`src/rtl/xfer_sched_pkg.sv`:
```
// Shared definitions for the transfer scheduler: transfer-FSM state codes,
// scheduler state encoding and default parameter values.
package xfer_sched_pkg;

  localparam int DEF_MAX_PEND = 8;
  localparam int DEF_TMO_CYC  = 1023;
  localparam int DEF_GAP_CYC  = 2;

  localparam int PEND_W = 4;
  localparam int WDOG_W = 12;
  localparam int GAP_W  = 3;

  // State codes reported by the downstream sample-transfer FSM
  typedef enum logic [2:0] {
    XS_IDLE       = 3'b000,
    XS_INC_CHAN   = 3'b001,
    XS_L1A_RD_TWO = 3'b010,
    XS_RD_ENA     = 3'b011,
    XS_STRT_TRNS  = 3'b100,
    XS_WAIT       = 3'b101
  } xstate_e;

  typedef enum logic [2:0] {
    S_IDLE       = 3'd0,
    S_ISSUE      = 3'd1,
    S_WAIT_START = 3'd2,
    S_WAIT_DONE  = 3'd3,
    S_GAP        = 3'd4
  } sched_state_e;

endpackage

```
`src/rtl/xfer_pend_cnt.sv`:
```
// Saturating pending-event counter with sticky overflow flag.
// Simultaneous inc and dec cancel out; clr wins over everything.
module xfer_pend_cnt
  import xfer_sched_pkg::*;
#(
  parameter int MAX_PEND = DEF_MAX_PEND
) (
  input  logic              CLK,
  input  logic              RST,
  input  logic              inc,
  input  logic              dec,
  input  logic              clr,
  output logic [PEND_W-1:0] count,
  output logic              ovfl
);

  localparam logic [PEND_W-1:0] CNT_MAX = PEND_W'(MAX_PEND);

  logic [PEND_W-1:0] count_q, count_d;
  logic              ovfl_q, ovfl_d;

  always_comb begin
    count_d = count_q;
    ovfl_d  = ovfl_q;
    if (clr) begin
      count_d = '0;
      ovfl_d  = 1'b0;
    end else if (inc && !dec) begin
      if (count_q == CNT_MAX) ovfl_d = 1'b1;
      else                    count_d = count_q + PEND_W'(1);
    end else if (dec && !inc) begin
      if (count_q != '0) count_d = count_q - PEND_W'(1);
    end
  end

  always_ff @(posedge CLK or posedge RST) begin
    if (RST) begin
      count_q <= '0;
      ovfl_q  <= 1'b0;
    end else begin
      count_q <= count_d;
      ovfl_q  <= ovfl_d;
    end
  end

  assign count = count_q;
  assign ovfl  = ovfl_q;

endmodule

```
`src/rtl/xfer_sched.sv`:
```
// Transfer scheduler: queues L1A events and hands them one at a time to the
// sample-transfer FSM, with a per-transfer watchdog and an enforced idle gap.
module xfer_sched
  import xfer_sched_pkg::*;
#(
  parameter int MAX_PEND = DEF_MAX_PEND,
  parameter int TMO_CYC  = DEF_TMO_CYC,
  parameter int GAP_CYC  = DEF_GAP_CYC
) (
  input  logic              CLK,
  input  logic              RST,
  input  logic              L1A_EVT,
  input  logic              JTAG_MODE,
  input  logic              CLR_STAT,
  input  logic [2:0]        XSTATE,
  output logic              RDY,
  output logic [PEND_W-1:0] EVT_PEND,
  output logic              BUSY,
  output logic              XFER_DONE,
  output logic              OVFL,
  output logic              TIMEOUT
);

  localparam logic [WDOG_W-1:0] TMO_LIM  = WDOG_W'(TMO_CYC - 1);
  localparam logic [GAP_W-1:0]  GAP_LAST = (GAP_CYC == 0) ? '0 : GAP_W'(GAP_CYC - 1);

  sched_state_e      state_q, state_d;
  logic [WDOG_W-1:0] wdog_q, wdog_d;
  logic [GAP_W-1:0]  gap_q, gap_d;
  logic              rdy_q, rdy_d;
  logic              done_q, done_d;
  logic              busy_q, busy_d;
  logic              tmo_q, tmo_d;
  logic              inc, dec, tmo_evt;

  xfer_pend_cnt #(.MAX_PEND(MAX_PEND)) u_pend (
    .CLK   (CLK),
    .RST   (RST),
    .inc   (inc),
    .dec   (dec),
    .clr   (CLR_STAT),
    .count (EVT_PEND),
    .ovfl  (OVFL)
  );

  always_comb begin
    state_d = state_q;
    wdog_d  = wdog_q;
    gap_d   = gap_q;
    rdy_d   = 1'b0;
    done_d  = 1'b0;
    dec     = 1'b0;
    tmo_evt = 1'b0;
    inc     = L1A_EVT && !JTAG_MODE;
    case (state_q)
      S_IDLE: begin
        // RDY is registered on entry so it is high exactly during ISSUE
        if (EVT_PEND != '0 && !JTAG_MODE) begin
          state_d = S_ISSUE;
          rdy_d   = 1'b1;
        end
      end
      S_ISSUE: begin
        wdog_d  = '0;
        state_d = S_WAIT_START;
      end
      S_WAIT_START: begin
        if (XSTATE != XS_IDLE) begin
          state_d = S_WAIT_DONE;
          wdog_d  = '0;
        end else if (wdog_q == TMO_LIM) begin
          tmo_evt = 1'b1;
        end else begin
          wdog_d = wdog_q + WDOG_W'(1);
        end
      end
      S_WAIT_DONE: begin
        if (XSTATE == XS_IDLE) begin
          done_d  = 1'b1;
          dec     = 1'b1;
          state_d = S_GAP;
          gap_d   = '0;
        end else if (wdog_q == TMO_LIM) begin
          tmo_evt = 1'b1;
        end else begin
          wdog_d = wdog_q + WDOG_W'(1);
        end
      end
      S_GAP: begin
        if (gap_q == GAP_LAST) state_d = S_IDLE;
        else                   gap_d   = gap_q + GAP_W'(1);
      end
      default: state_d = S_IDLE;
    endcase
    // A watchdog expiry discards the event silently and still honours the gap
    if (tmo_evt) begin
      dec     = 1'b1;
      state_d = S_GAP;
      gap_d   = '0;
    end
    tmo_d  = CLR_STAT ? 1'b0 : (tmo_q || tmo_evt);
    busy_d = (state_d != S_IDLE);
  end

  always_ff @(posedge CLK or posedge RST) begin
    if (RST) begin
      state_q <= S_IDLE;
      wdog_q  <= '0;
      gap_q   <= '0;
      rdy_q   <= 1'b0;
      done_q  <= 1'b0;
      busy_q  <= 1'b0;
      tmo_q   <= 1'b0;
    end else begin
      state_q <= state_d;
      wdog_q  <= wdog_d;
      gap_q   <= gap_d;
      rdy_q   <= rdy_d;
      done_q  <= done_d;
      busy_q  <= busy_d;
      tmo_q   <= tmo_d;
    end
  end

  assign RDY       = rdy_q;
  assign XFER_DONE = done_q;
  assign BUSY      = busy_q;
  assign TIMEOUT   = tmo_q;

endmodule

```
`config.mk`:
```
export PLATFORM = sky130hd
export DESIGN_NAME = xfer_sched
export DESIGN_NICKNAME = d
export VERILOG_FILES = /design/src/rtl/xfer_sched_pkg.sv /design/src/rtl/xfer_pend_cnt.sv /design/src/rtl/xfer_sched.sv
export SDC_FILE = /design/constraint.sdc
export NUM_CORES = 1
export LEC_CHECK = 0
export CAP_MARGIN = 20
export CORE_ASPECT_RATIO = 2
export CORE_MARGIN = 5
export CORE_UTILIZATION = 35
export CTS_CLUSTER_DIAMETER = 60
export DETAILED_ROUTE_END_ITERATION = 6
export PLACE_DENSITY = 0.57
export SYNTH_ARGS = -nofsm -noshare
export SYNTH_HDL_FRONTEND = slang
export SYNTH_SLANG_ARGS = --single-unit
export TNS_END_PERCENT = 50
```
`constraint.sdc`:
```
create_clock -name CLK -period 2.9 [get_ports CLK]
set_input_delay 0.58 -clock CLK [delete_from_list [all_inputs] [get_ports CLK]]
set_output_delay 0.58 -clock CLK [all_outputs]
set_load 0.01 [all_outputs]
```
* Word-level counts from Yosys, hierarchy flattened
Cells that the tools add are included.
W data, S select, Z words.
** Storage, ports and cells
- Bits in registers :: 27
- Input bits :: 8
- Output and inout port bits :: 9
- Word-level logic and storage cells :: 79
** Operators by class
- $add $sub $neg :: 4
- Equal/unequal tests :: 11
- Mux-type cells :: 32
- Reductions and logical operators :: 23
** Operator list (number)
- $mux W12 :: 3
- $pmux W12 S3 :: 1
- $mux W3 :: 8
- $mux W4 :: 5
- $reduce_bool A3 Y1 :: 6
- $pmux W3 S5 :: 1
- $add A12 B1 Y12 const B :: 1
- $eq A12 B10 Y1 const B :: 1
- $mux W1 :: 12
- $ne A3 B3 Y1 const B :: 3
- $eq A3 B1 Y1 const B :: 2
- $eq A3 B2 Y1 const B :: 2
- $logic_not A3 Y1 :: 2
- $pmux W3 S2 :: 1
- $reduce_and A3 Y1 :: 2
- $add A4 B1 Y4 const B :: 1
- $eq A4 B4 Y1 const B :: 1
- $logic_and A1 B1 Y1 :: 4
- $reduce_and A2 Y1 :: 2
- $reduce_bool A2 Y1 :: 2
- $reduce_bool A4 Y1 :: 1
- $sub A4 B1 Y4 const B :: 1
- $add A3 B1 Y3 const B :: 1
- $eq A3 B3 Y1 const B :: 1
- 4 further kinds :: 6

* Longest topological paths before layout
Gate-level depths: netlist (run 1).
- Depth in word-level cells :: 9
- Depth in mapped cells :: 12
- Depth with buffers taken out :: 12

* Hierarchy
From an unflattened synthesis (run 1), not the netlist that was laid out.
** Unflattened totals
- Cell total of the unflattened synthesis :: 166
- Area, all modules :: 1579.0 um^2
** Modules (own cells, without submodules)
- xfer_sched :: instances 1, cells an instance 131, area an instance 1251.2 um^2
- xfer_pend_cnt :: instances 1, cells an instance 35, area an instance 327.8 um^2

* Least setup slack after synthesis (run 1)
Ideal clock, no wire load.
- Path kind :: input-to-reg
- Start point :: in XSTATE[1]
- End point :: reg u_pend.count_q[2], in the netlist u_pend.count[2]
- Data arrival time :: 2432 ps
- Slack :: 373 ps
- Stages on the path :: 10
- Cell sequence :: or4b_4 -> nor4_4 -> o31ai_4 -> nand2_1 -> xor2_1 -> ha_1 -> nor2_1 -> a31oi_1 -> xnor2_1 -> o31ai_1
** Between the ends
- Longest elaborated chain between the ends :: 8
- Elaborated cells between the ends (all ways) :: 17
- Those cells by class :: eq/ne (1); mux (8); reduce/logical (8)
** Ends and longest elaborated chain
- start: declaration :: line xfer_sched.sv:15 : input logic [2:0] XSTATE,
- $logic_not A3 Y1 / $reduce_bool A3 Y1 (equally long branches) :: line xfer_sched.sv:78, xfer_sched.sv:68
- $mux W1, on equally long branches :: line xfer_sched.sv:78, xfer_sched.sv:68
- $pmux W1 S2 / $mux W1 (equally long branches) :: line xfer_sched.sv:55 : case (state_q)
- $mux W1 * :: line xfer_sched.sv:96 : if (tmo_evt) begin
- $logic_not A1 Y1 :: line xfer_pend_cnt.sv:28 : end else if (inc && !dec) begin
- $logic_and A1 B1 Y1 :: line xfer_pend_cnt.sv:28
- $ne A3 B3 Y1 (no source line) (tied with other cells)
- $reduce_and A3 Y1 (no source line) / $mux W4 (equally long branches)
- end signal: assignment :: line xfer_pend_cnt.sv:41 : count_q <= count_d;
- end: declaration :: line xfer_pend_cnt.sv:19 : logic [PEND_W-1:0] count_q, count_d;
Mark *: on every way between the ends. The rest lies on a longest branch, timed or not.
A chain may end at the register's enable or synchronous reset.

* Worst setup path in the final report (run 1)
- Start point :: in XSTATE[1]
- End point :: reg u_pend.count_q[3], in the netlist u_pend.count[3]
The elaborated chain is that of the path after synthesis.

==> metrics.yaml, run 1 <==
clock_network:
  cts_setup_buffers: 0
  cts.clk_slew.worst_paths_ns: 0.10
  clock_path_buffers: 2
  cts_resized: 0
  cts_max_level: 1
  cts_buffers: 3
  ctsHoldBuffers: 0
  cts_sinks: 27
  cts_root_buf: "clkbuf_8"
  clk_latency_ns: 0.28
  cts_tree: "built"
layout:
  syn_to_final_growth_pct: 20.5
  fillers: 513
  nets: 222
  drive_gt1_share_pct: 12.1
  stdcell_count: 262
  antenna_cells: 0
synthesis:
  synth_compound_area_share_pct: 15.5
  syn_inst: 181
  synth_xor_area_share_pct: 5.23
  synthAdderAreaFrac_pct: 4.48
  async_flop_share_pct: 100
  yosysWarnings: 0
  synth_top_family_by_area: "simple AND/OR/NAND/NOR gates"
  synth_cell_types: 44
  synth_ff_type: "dfrtp_1"
  seq_area_frac_synth_pct: 40.4
  yosys.area_share.simple_pct: 28.8
  synth_edf_count: 0
  syn_area_per_cell_um2: 9.25
  syn_area_um2: 1670
  ys_ff_latch: 27
  synth_mux_area_share_pct: 2.99
  syn_nets: 195
setup_path:
  cp-start-kind: "primary input"
  reg2regPathDepth: 12
  worst-setup-path-type: "in2reg"
  cp.arrival_ns: 2.91
  required_ns: 3.09
  path_max_fanout: 3
  end_kind: "flip-flop"
hold_path:
  hp-class: "reg2reg"
  min_path_cells: 1
global_route:
  grt_max_degree: 28
  grtUsageTotal_pct: 13.5
  grt_pass1_wl_mm: 6.75
  antenna_found_initial: 0
  overflow: 0
  grt_pass1_vias: 1479
pwr:
  power.density_nw_per_um2: 612
  leakage_nw: 0.864
  vdd_ir_drop_max_mv: 0.303
floorplan:
  die_h_um: 108
  core_area_um2: 4640
  io_pins: 17
  row_count: 35
  initial_core_util_pct: 36.1
  die_area_um2: 6350
  die_w_um: 58.9
sta:
  worst_pin_slew_ns: 0.633
  fin_skew_ns: 0.00486
  finalCritPeriodShare_pct: 93.7
  rsz0062_at_grt: "false"
  final-hold-violation-count: 0
  slew_violations: 0
  fmaxAchievable_mhz: 368
  fin_tns_setup_ns: 0
  layout_min_cycle_time_ns: 2.72
  setup_viol: 0
  slew_headroom_pct: 57.5
placement:
  port_buffers: 16
  place_congestion: 0.801
  dp_hpwl_mm: 3.08
  dp_cells: 258
route:
  vias: 1455
  viasPerCell: 5.55
  wl_per_cell_um: 15.4
  drtAntennaViolNets: 0
  dr.pass1.iters: 4
  drc: 0
  routed_wl_mm: 4.03
  first_iter_violations: 25
flow_run:
  drv_cap: 0
run_status:
  status: "finished clean"
## flip-flops by register name (all words and copies together), names as in the netlist
signal,count
wdog_q,12
state_q,3
u_pend.count,4
XFER_DONE,1
RDY,1
TIMEOUT,1
u_pend.ovfl,1
gap_q,3
BUSY,1
## cell type report
cell class                 instances  area, µm²  area share, %
multi-input combinational        143        955           47.3
sequential                        27        676           33.5
timing repair buffer              28        250           12.4
tap                               55       68.8           3.41
clock buffer                       3       41.3           2.05
inverter                           5       18.8          0.931
clock inverter                     1       7.51          0.372
## cells by family after synthesis
family,Yosys count
xor gates and xnor gates,10
and+or+nand+nor,83
adders and majority gates,6
buffers and inverters,11
muxes,5
DFF,27
AOI/OAI and AO/OA,39
## cells in the mapped netlist, types with 2 or more instances
library cell	count	area, µm²
nor3_1	3	15.0
nor2b_1	3	18.8
and2_1	2	12.5
nand4_1	4	25.0
inv_1	5	18.8
nand2b_1	4	25.0
o31ai_1	3	22.5
clkbuf_1	4	15.0
mux2i_1	5	50.1
nor2_1	24	90.1
a21oi_1	9	45.0
a211oi_1	5	37.5
o21ai_1	4	20.0
nand2_1	20	75.1
o21ai_0	6	30.0
or3b_1	2	17.5
xor2_1	6	52.6
buf_2	2	10.0
dfrtp_1	27	676
nand3_1	3	15.0
ha_1	6	75.1
or3_1	4	25.0
xnor2_1	4	35.0
a31oi_1	4	25.0
nor4_2	2	25.0
or4_1	2	15.0
## power by group
part / switching [mW] / internal (mW) / total, mW
Sequential: 0.0901 / 0.432 / 0.522
Combinational: 0.263 / 0.218 / 0.481
Clock: 0.133 / 0.0979 / 0.231
## metal layers
metal / vias up / routed length (µm) / GRT usage (%)
met5: - / 0 / 0
met4: 0 / 114 / 6.81
met3: 8 / 83 / 1.68
met2: 17 / 2330 / 25.9
met1: 725 / 1510 / 13.4
li1: 705 / - / -
## critical path, stage by stage
cell	delay, ns
clkdlybuf4s50_1	0.42
or4b_4	0.55
nor4_4	0.27
o31ai_4	0.08
nand2_1	0.11
ha_1	0.26
o21ai_0	0.09
nand2_1	0.09
nor3_1	0.16
a211oi_1	0.07
a211oi_1	0.23
## path summary, 6_finish.rpt
kind / startpoint / to / slack (ns)
max in group asynchronous: RST / wdog_q[11] / 1.98
max reg2reg: wdog_q[0] / u_pend.count[3] / 0.24
min: wdog_q[11] / wdog_q[11] / 0.51
min in group asynchronous: RST / BUSY / 0.65
max: XSTATE[1] / u_pend.count[3] / 0.18
min reg2reg: wdog_q[11] / wdog_q[11] / 0.51
## stage by stage
step	hold WS [ns]	total power, mW	utilization [%]	cell area [µm²]	worst slack (ns)
CTS	0.514	1.25	43.5	2020	0.211
finish	0.509	1.23	43.5	2020	0.184
global route	0.528	1.32	43.5	2020	0.0215
floorplan	0.458	0.832	-	1670	0.373
global placement	0.481	1.01	42.4	1970	-0.0360
detailed placement	0.495	1.01	42.4	1970	-0.0924
## layout by cell type (no fill, tap or decap), drive strengths merged, types with 5 or more instances in the layout
cell type / count
mux2i: 5
o21ai: 10
nand2: 20
a211oi: 5
dfrtp: 27
a21oi: 9
inv: 5
ha: 6
buf: 12
nand4: 5
clkdlybuf4s50: 16
nor2: 24
xor2: 6
Power figures use the tool's default switching activity.
==> inputs of run 2 (changes only) <==
CORE_UTILIZATION = 56   (was 35)
PLACE_DENSITY = 0.82   (was 0.57)
==> run 2 against run 1 <==
Design area shrank 1.7%. Count of clock-buffer cells in the layout is the same. Sequential cell count is the same. Critical path depth is the same. Via count grew 2.0%. Fmax grew 0.38%. Global-route usage grew 6.7 points. Largest cell class unchanged. Highest routed layer unchanged.
==> metrics.yaml, run 2 (synthesis gave the netlist of run 1 again) <==
pwr:
  leakage_nw: 0.868  # +0.46%
  power.density_nw_per_um2: 618  # +1.0%
  total_power_mw: 1.23  # -0.71%
  vdd_ir_drop_max_mv: 0.470  # +55%
global_route:
  overflow: 0  # unchanged
  grt_max_degree: 28  # unchanged
  grt_pass1_vias: 1510  # +2.1%
  antenna_found_initial: 0  # unchanged
  grt_pass1_wl_mm: 6.96  # +3.2%
  grtUsageTotal_pct: 20.3  # +6.7 points
placement:
  port_buffers: 16  # unchanged
  placed_cell_area_um2: 1920  # -2.4%
  dp_hpwl_mm: 3.08  # about the same
  place_congestion: 0.885  # +10%
route:
  viasPerCell: 6.31  # +14%
  drtAntennaViolNets: 0  # unchanged
  vias: 1484  # +2.0%
  drc: 0  # unchanged
  wl_per_cell_um: 17.1  # +11%
  first_iter_violations: 47  # +88%
  routed_wl_mm: 4.02  # -0.12%
  dr.pass1.iters: 4  # unchanged
layout:
  syn_to_final_growth_pct: 18.4
  largest_register: "wdog_q"
  design_area_um2: 1980  # -1.7%
  antenna_cells: 0  # unchanged
  layout_common_cells: "27 x dfrtp_1, 24 x nor2_1, 20 x nand2_1"
  register_area_um2: 676  # unchanged
  fin_util_pct: 68.2  # +25 points
  nets: 220  # -0.90%
  drive_gt1_share_pct: 11.7  # -0.37 points
  largest_reg_flops: 12  # unchanged
  multi_input_area_um2: 966  # +1.2%
  fillers: 227  # -56%
  final_common_cell: "dfrtp_1"
floorplan:
  die_w_um: 48.7  # -17%
  die_h_um: 87.3  # -19%
  initial_core_util_pct: 57.6  # +22 points
  io_pins: 17  # unchanged
  core_area_um2: 2910  # -37%
  die_area_um2: 4250  # -33%
  row_count: 28  # -20%
hold_path:
  hp-start: "TIMEOUT"
  hp-class: "reg2reg"
setup_path:
  cp.arrival_ns: 2.90  # about the same
  worst-setup-path-type: "in2reg"
  cp-start-kind: "primary input"
  path_max_fanout: 3  # unchanged
  startpoint: "XSTATE[1]"
  end_kind: "flip-flop"
  required_ns: 3.09  # about the same
  crit-reg2reg-launch: "wdog_q[0]"
sta:
  layout_min_cycle_time_ns: 2.71  # -0.0102 ns
  finalCritPeriodShare_pct: 93.3  # -0.35 points
  worst_pin_slew_ns: 0.538  # -0.0947 ns
  fin_skew_ns: 0.00336  # -0.00149 ns
  fmaxAchievable_mhz: 370  # +0.38%
  slew_violations: 0  # unchanged
  setup_viol: 0  # unchanged
  rsz0062_at_grt: "false"
  slew_headroom_pct: 63.8  # +6.4 points
  holdWs_ns: 0.521  # +0.0126 ns
  final-hold-violation-count: 0  # unchanged
  fin_tns_setup_ns: 0  # unchanged
flow_run:
  drv_cap: 0  # unchanged
clock_network:
  cts_max_level: 1  # unchanged
  cts_buffers: 3  # unchanged
  cts_sinks: 27  # unchanged
  clk_latency_ns: 0.27  # about the same
  clock_path_buffers: 2  # unchanged
  cts.clk_slew.worst_paths_ns: 0.10  # about the same
  cts_tree: "built"
  ctsHoldBuffers: 0  # unchanged
  cts_root_buf: "clkbuf_8"
  cts_setup_buffers: 0  # unchanged
run_status:
  status: "finished clean"
## run 2: changes by cell type in the layout (fill, tap and decap cells not counted)
cell,delta
buf_4,-2
ha_1,-1
ha_2,+1
nor4_2,-1
nor4_4,+1
## run 2: final timing paths
kind	slack, ns	endpoint	cells after the start
min in group asynchronous	0.65	gap_q[0]	3
hold reg to reg	0.52	TIMEOUT	2
max in group asynchronous	1.99	u_pend.count[1]	3
setup reg to reg	0.30	u_pend.count[3]	12
hold / removal	0.52	TIMEOUT	2
setup / recovery	0.19	u_pend.count[3]	11
## run 2: critical path: stages
cell,delay [ns]
clkdlybuf4s50_1,0.42
or4b_4,0.55
nor4_4,0.19
o31ai_4,0.08
nand2_1,0.11
ha_1,0.27
o21ai_0,0.12
nand2_1,0.10
nor3_1,0.15
a211oi_1,0.09
a211oi_1,0.22
## run 2: cell type report
| cell class | instances | share of cell area [%] |
|---|---|---|
| Sequential cell | 27 | 34.1 |
| Tap cell | 30 | 1.89 |
| Timing Repair Buffer | 26 | 11.9 |
| Inverter | 5 | 0.947 |
| Clock inverter | 1 | 0.379 |
| Multi-Input combinational cell | 143 | 48.7 |
| Clock buffer | 3 | 2.08 |
## run 2: metal layers
| layer | part of all wire [%] | routed length [µm] | GRT usage [%] |
|---|---|---|---|
| met3 | 4.0 | 162 | 3.26 |
| met1 | 36 | 1460 | 20.6 |
| met4 | 3.9 | 157 | 10.5 |
| met2 | 56 | 2240 | 38.3 |
| met5 | 0 | 0 | 0 |
## run 2: through the flow
step           worst slack [ns]  instances
5_1_grt                  0.0558        235
2_1_floorplan             0.373        181
3_3_place_gp            -0.0513        231
6_report                  0.194        235
4_1_cts                  0.0841        235
3_5_place_dp             -0.200        231
## run 2: where the power goes
part	internal, mW	leakage [nW]	total [mW]	switching [mW]
Combinational	0.211	0.487	0.481	0.271
Clock	0.0976	0.0217	0.221	0.124
Sequential	0.432	0.359	0.523	0.0916
## run 2: repair_timing
item                       CTS  global route
setup endpoints to repair    0             2
resized for setup            0             2
hold endpoints to repair     0             0
